## config.mk

```make
export PLATFORM = sky130hd
export DESIGN_NAME = ram_copy_engine
export DESIGN_NICKNAME = d
export VERILOG_FILES = /design/src/rtl/ram_copy_engine.sv
export SDC_FILE = /design/constraint.sdc
export NUM_CORES = 1
export LEC_CHECK = 0
export BUFFER_PORTS_ARGS = -buffer_cell sky130_fd_sc_hd__buf_2
export CAP_MARGIN = 20
export CORE_MARGIN = 10
export CORE_UTILIZATION = 57
export CTS_CLUSTER_SIZE = 10
export DETAILED_ROUTE_END_ITERATION = 6
export MAX_ROUTING_LAYER = met4
export PLACE_DENSITY_LB_ADDON = 0.15
export RECOVER_POWER = 50
export SLEW_MARGIN = 20
export SYNTH_ARGS = -nofsm -noshare
export SYNTH_HDL_FRONTEND = slang
export SYNTH_SLANG_ARGS = --single-unit
```

## constraint.sdc

```tcl
create_clock -name clk -period 5 [get_ports clk]
set_input_delay 0.25 -clock clk [delete_from_list [all_inputs] [get_ports clk]]
set_output_delay 0.25 -clock clk [all_outputs]
set_load 0.01 [all_outputs]
```

## src/rtl/ram_copy_engine.sv

```systemverilog
// ram_copy_engine: read-then-write block copy sequencer driving a single-port RAM.
// Overlapping copies choose a descending order so source words are read before
// they are overwritten. Optional macro COPY_CHECKSUM_EN adds a running sum of
// every word read, exposed on the `checksum` output.
module ram_copy_engine #(
  parameter int unsigned ADDR_W = 5,
  parameter int unsigned DATA_W = 32
) (
  input  logic              clk,
  input  logic              rst_n,
  input  logic              start,
  input  logic [ADDR_W-1:0] src_addr,
  input  logic [ADDR_W-1:0] dst_addr,
  input  logic [ADDR_W:0]   len,
  output logic              busy,
  output logic              done,
  output logic              err,
  output logic              ram_ena,
  output logic              ram_wena,
  output logic [ADDR_W-1:0] ram_addr,
  output logic [DATA_W-1:0] ram_wdata,
  input  logic [DATA_W-1:0] ram_rdata
`ifdef COPY_CHECKSUM_EN
  ,
  output logic [DATA_W-1:0] checksum
`endif
);

  localparam int unsigned DEPTH = 2 ** ADDR_W;
  localparam int unsigned LEN_W = ADDR_W + 1;

  typedef enum logic [1:0] {S_IDLE, S_READ, S_WRITE, S_DONE} state_t;

  state_t              r_state;
  state_t              w_state_nxt;
  logic [ADDR_W-1:0]   r_src, w_src_nxt;
  logic [ADDR_W-1:0]   r_dst, w_dst_nxt;
  logic [LEN_W-1:0]    r_rem, w_rem_nxt;
  logic                r_desc, w_desc_nxt;
  logic [DATA_W-1:0]   r_buf, w_buf_nxt;
  logic                r_err, w_err_nxt;
  logic [DATA_W-1:0]   r_cks, w_cks_nxt;
  logic                r_busy, w_busy_nxt;
  logic                r_done, w_done_nxt;
  logic                r_ram_ena, w_ram_ena_nxt;
  logic                r_ram_wena, w_ram_wena_nxt;
  logic [ADDR_W-1:0]   r_ram_addr, w_ram_addr_nxt;

  logic                w_accept;
  logic                w_len_bad;
  logic                w_len_zero;
  logic [ADDR_W-1:0]   w_diff;
  logic [ADDR_W-1:0]   w_len_m1;
  logic                w_desc;

  assign w_accept   = (r_state == S_IDLE) && start;
  assign w_len_bad  = len > LEN_W'(DEPTH);
  assign w_len_zero = len == '0;
  assign w_diff     = dst_addr - src_addr;
  assign w_len_m1   = ADDR_W'(len - LEN_W'(1));
  // Descending when the destination starts inside the source window.
  assign w_desc     = (dst_addr != src_addr) && ({1'b0, w_diff} < len);

  assign busy      = r_busy;
  assign done      = r_done;
  assign err       = r_err;
  assign ram_ena   = r_ram_ena;
  assign ram_wena  = r_ram_wena;
  assign ram_addr  = r_ram_addr;
  assign ram_wdata = r_buf;
`ifdef COPY_CHECKSUM_EN
  assign checksum  = r_cks;
`endif

  // State, datapath and registered-output storage.
  always_ff @(posedge clk or negedge rst_n) begin
    if (!rst_n) begin
      r_state    <= S_IDLE;
      r_src      <= '0;
      r_dst      <= '0;
      r_rem      <= '0;
      r_desc     <= 1'b0;
      r_buf      <= '0;
      r_err      <= 1'b0;
      r_cks      <= '0;
      r_busy     <= 1'b0;
      r_done     <= 1'b0;
      r_ram_ena  <= 1'b0;
      r_ram_wena <= 1'b0;
      r_ram_addr <= '0;
    end else begin
      r_state    <= w_state_nxt;
      r_src      <= w_src_nxt;
      r_dst      <= w_dst_nxt;
      r_rem      <= w_rem_nxt;
      r_desc     <= w_desc_nxt;
      r_buf      <= w_buf_nxt;
      r_err      <= w_err_nxt;
      r_cks      <= w_cks_nxt;
      r_busy     <= w_busy_nxt;
      r_done     <= w_done_nxt;
      r_ram_ena  <= w_ram_ena_nxt;
      r_ram_wena <= w_ram_wena_nxt;
      r_ram_addr <= w_ram_addr_nxt;
    end
  end

  // Next-state selection.
  always_comb begin
    w_state_nxt = r_state;
    case (r_state)
      S_IDLE:  if (start) w_state_nxt = (w_len_zero || w_len_bad) ? S_DONE : S_READ;
      S_READ:  w_state_nxt = S_WRITE;
      S_WRITE: w_state_nxt = (r_rem == LEN_W'(1)) ? S_DONE : S_READ;
      S_DONE:  w_state_nxt = S_IDLE;
      default: w_state_nxt = S_IDLE;
    endcase
  end

  // Datapath update: latch request, capture read data, step pointers.
  always_comb begin
    w_src_nxt  = r_src;
    w_dst_nxt  = r_dst;
    w_rem_nxt  = r_rem;
    w_desc_nxt = r_desc;
    w_buf_nxt  = r_buf;
    w_err_nxt  = r_err;
    w_cks_nxt  = r_cks;
    if (w_accept) begin
      w_src_nxt  = w_desc ? src_addr + w_len_m1 : src_addr;
      w_dst_nxt  = w_desc ? dst_addr + w_len_m1 : dst_addr;
      w_rem_nxt  = len;
      w_desc_nxt = w_desc;
      w_err_nxt  = w_len_bad;
      w_cks_nxt  = '0;
    end else if (r_state == S_READ) begin
      w_buf_nxt = ram_rdata;
      w_cks_nxt = r_cks + ram_rdata;
    end else if (r_state == S_WRITE) begin
      w_src_nxt = r_desc ? r_src - ADDR_W'(1) : r_src + ADDR_W'(1);
      w_dst_nxt = r_desc ? r_dst - ADDR_W'(1) : r_dst + ADDR_W'(1);
      w_rem_nxt = r_rem - LEN_W'(1);
    end
  end

  // Outputs for the upcoming state, registered at the same edge as the state.
  always_comb begin
    w_busy_nxt     = 1'b0;
    w_done_nxt     = 1'b0;
    w_ram_ena_nxt  = 1'b0;
    w_ram_wena_nxt = 1'b0;
    w_ram_addr_nxt = '0;
    case (w_state_nxt)
      S_READ: begin
        w_busy_nxt     = 1'b1;
        w_ram_ena_nxt  = 1'b1;
        w_ram_addr_nxt = w_src_nxt;
      end
      S_WRITE: begin
        w_busy_nxt     = 1'b1;
        w_ram_ena_nxt  = 1'b1;
        w_ram_wena_nxt = 1'b1;
        w_ram_addr_nxt = w_dst_nxt;
      end
      S_DONE:  w_done_nxt = 1'b1;
      default: ;
    endcase
  end

endmodule

```

==> results_dict.tcl <==
set metrics [dict create \
    drv_slew 61 \
    cp_max_fo 6 \
    die_x_um 98.1 \
    rsz0062_at_grt "no" \
    crit_type "in -> reg" \
    seqCellArea_um2 1500 \
    vdd_ir_drop_max_uv 319 \
    finalCriticalPeriod_ns 2.87 \
    violations "max-capacitance violations, max-slew violations" \
    synthTopCellsByArea "dfrtp_1 (43%), mux2_2 (11%), ha_1 (9.0%)" \
    wl_per_cell_um 16.8 \
    cts-resized-gates 0 \
    drt_iter0_markers 121 \
    layout.nets 492 \
    ant_nets 0 \
    start_util 0.588 \
    cts_made_buffers 9 \
    portBuffers 92 \
    async_flop_share 1.00 \
    grt_usage 0.175 \
    syn_area_um2 3480 \
    status "finished, violations left" \
    synth-seq-cells 60 \
    skew_ns 0.0102 \
    final_hold_viol_count 0 \
    grt_util_met1 0.204 \
    core_um2 5920 \
    synth_edf_count 0 \
    num_vias 2701 \
    postCtsSetupRepairBufs 0 \
    drtPass1Iterations 4 \
    tritoncts "done" \
    worst_pin_slew_ns 3.12 \
    hold_path_class "in -> reg" \
    setup_viol 0 \
    yosysTopAreaCellShare 0.431 \
    rows 28 \
    io_pins 93 \
    path_cells "buf_2 > inv_1 > ha_1 > inv_1 > fa_1 > a21o_1 > a21oi_1 > xor2_1 > ha_1 > nand2_1 > o31ai_1 > mux2i_1 > nand2_1 > a32o_1" \
    synth_ff_type "dfrtp_1" \
    post-route-period-util 0.575 \
    die_area_um2 9630 \
    htree_levels 3 \
    synth_cells 317 \
    antenna_found_initial 0 \
    syn_avg_cell_area_um2 11.0 \
    grt_util_met3 0.0458 \
    clk_latency_ns 0.34 \
    grt_util_met2 0.277 \
    ys_seq_area_frac 0.431 \
    synth.largest_area_cell "dfrtp_1" \
    yosysWarnings 0 \
    yosys.cell_types.count 46 \
    clk_path_buf_depth 2 \
    power_density_nw_per_um2 629 \
    syn_nets 398 \
    slew_headroom -1.08 \
    routed_via_density 5.50 \
    place.gp.congestion 0.874 \
    required_ns 5.22 \
    grt_overflow_total 0 \
    area_growth_pct 18.3 \
    routed_wl_um 8230 \
    diodes 0 \
    arrival_ns 3.09 \
    end_kind "flip-flop" \
    die_y_um 98.1 \
    busiest_layer "met2" \
    max_stage_delay_ns 0.66 \
    root_buffer "clkbuf_8" \
    cpMaxStageDelayCell "o31ai_1" \
    multiInputGateArea_um2 1830 \
    maxCapViolCount 1 \
    drc_errors 0 \
    tns_ns 0 \
    path_clk_slew_ns 0.07 \
    dp_hpwl_um 6400 \
    grt_max_degree 61 \
    clock-sinks 60 \
    grt_pass1_vias 2838 \
    critPathLaunchType "input pin" \
    grt_pass1_wl_um 13700 \
    fill_cells 479 \
    post-route-util 0.695 \
    fmax_ghz 0.348 \
    postCtsHoldBufs 0 \
    p_leak_nw 1.98 \
    drive_gt1_frac 0.308 \
]
==> synth_stat cells (all sizes together) (6+ instances only) <==
cell	n
buf	6
nand2	27
xnor2	10
nor2	11
ha	25
o21ai	17
a21oi	19
dfrtp	60
xor2	9
mux2	33
mux2i	7
a21o	8
o22ai	9
inv	22
==> worst paths after layout <==
| check | startpoint | end | slack [ns] | cells after the start |
|---|---|---|---|---|
| worst max-delay path | dst_addr[0] | ram_addr[0] | 2.13 | 14 |
| worst min-delay path | ram_rdata[18] | ram_wdata[18] | 0.14 | 2 |
| worst max register to register | r_desc | ram_addr[4] | 2.64 | 8 |
| worst min register to register | ram_wdata[30] | ram_wdata[30] | 0.50 | 1 |
| max in group asynchronous | rst_n | r_dst[0] | 2.21 | 2 |
| min in group asynchronous | rst_n | ram_ena | 1.04 | 2 |
==> area by class of cell <==
class	instances	share of cell area
Inverter	22	0.0201
Tap cell	75	0.0228
Timing Repair Buffer	93	0.106
Clock inverter	4	0.00608
Clock buffer	12	0.0353
Sequential cell	60	0.365
Multi-Input combinational cell	225	0.445
==> logic make-up after synthesis <==
kind of cell / count (synthesis) / synth area share
AND/OR/NAND/NOR: 60 / 0.0823
multiplexers: 40 / 0.127
flip-flops: 60 / 0.431
XOR/XNOR: 19 / 0.0478
AO/OA/AOI/OAI: 76 / 0.148
buffers and inverters: 32 / 0.0446
adder cells (fa/ha/maj): 30 / 0.119
==> worst max-delay path, delay by kind of cell <==
family,cells,cell delay (ns)
compound gates,4,1.24
fa+ha+maj,3,0.80
mux,1,0.32
buf+inv,3,0.23
simple gates,2,0.16
xor+xnor,1,0.09
==> sequential cells by signal, summed over array words and instances, names as in the netlist <==
| signal | cells |
|---|---|
| ram_addr | 5 |
| r_src | 5 |
| ram_wena | 1 |
| err | 1 |
| done | 1 |
| r_dst | 5 |
| r_rem | 6 |
| r_state | 2 |
| ram_wdata | 32 |
| ram_ena | 1 |
| r_desc | 1 |
==> stage by stage <==
| stage | instance area (um2) | power, mW | setup slack (ns) | hold slack (ns) | cells |
|---|---|---|---|---|---|
| final | 4120 | 2.59 | 2.13 | 0.137 | 491 |
| after global routing | 4120 | 2.81 | 1.57 | 0.134 | 491 |
| after CTS | 4150 | 2.63 | 2.12 | 0.0795 | 491 |
| after detailed placement | 3980 | 2.25 | 1.80 | 0.442 | 475 |
| after global placement | 3980 | 2.21 | 1.94 | 0.440 | 475 |
| after floorplan | 3480 | 1.86 | 2.24 | -0.0456 | 317 |
==> layer usage <==
layer  up-vias  share of wire
li1       1318              -
met1      1285           0.45
met2        87           0.47
met3        11          0.060
met4         0          0.019
met5         -              0
==> report_power, final <==
part           switching, mW  leakage [nW]  internal [mW]  total [mW]
logic                  0.680          1.19          0.620        1.30
registers              0.179         0.712          0.738       0.917
clock network          0.179        0.0824          0.192       0.371
total                   1.04          1.98           1.55        2.59
==> cells in the final DEF (no fill, tap or decap), types with 10 or more instances in the layout <==
cell,count
a21oi_1,19
clkbuf_1,24
nor2_1,10
xnor2_1,10
mux2_2,33
inv_1,22
clkbuf_8,10
ha_1,25
nand2_1,26
buf_2,71
dfrtp_1,60
o21ai_0,16
Note: power is estimated with default switching activity, not from simulation.
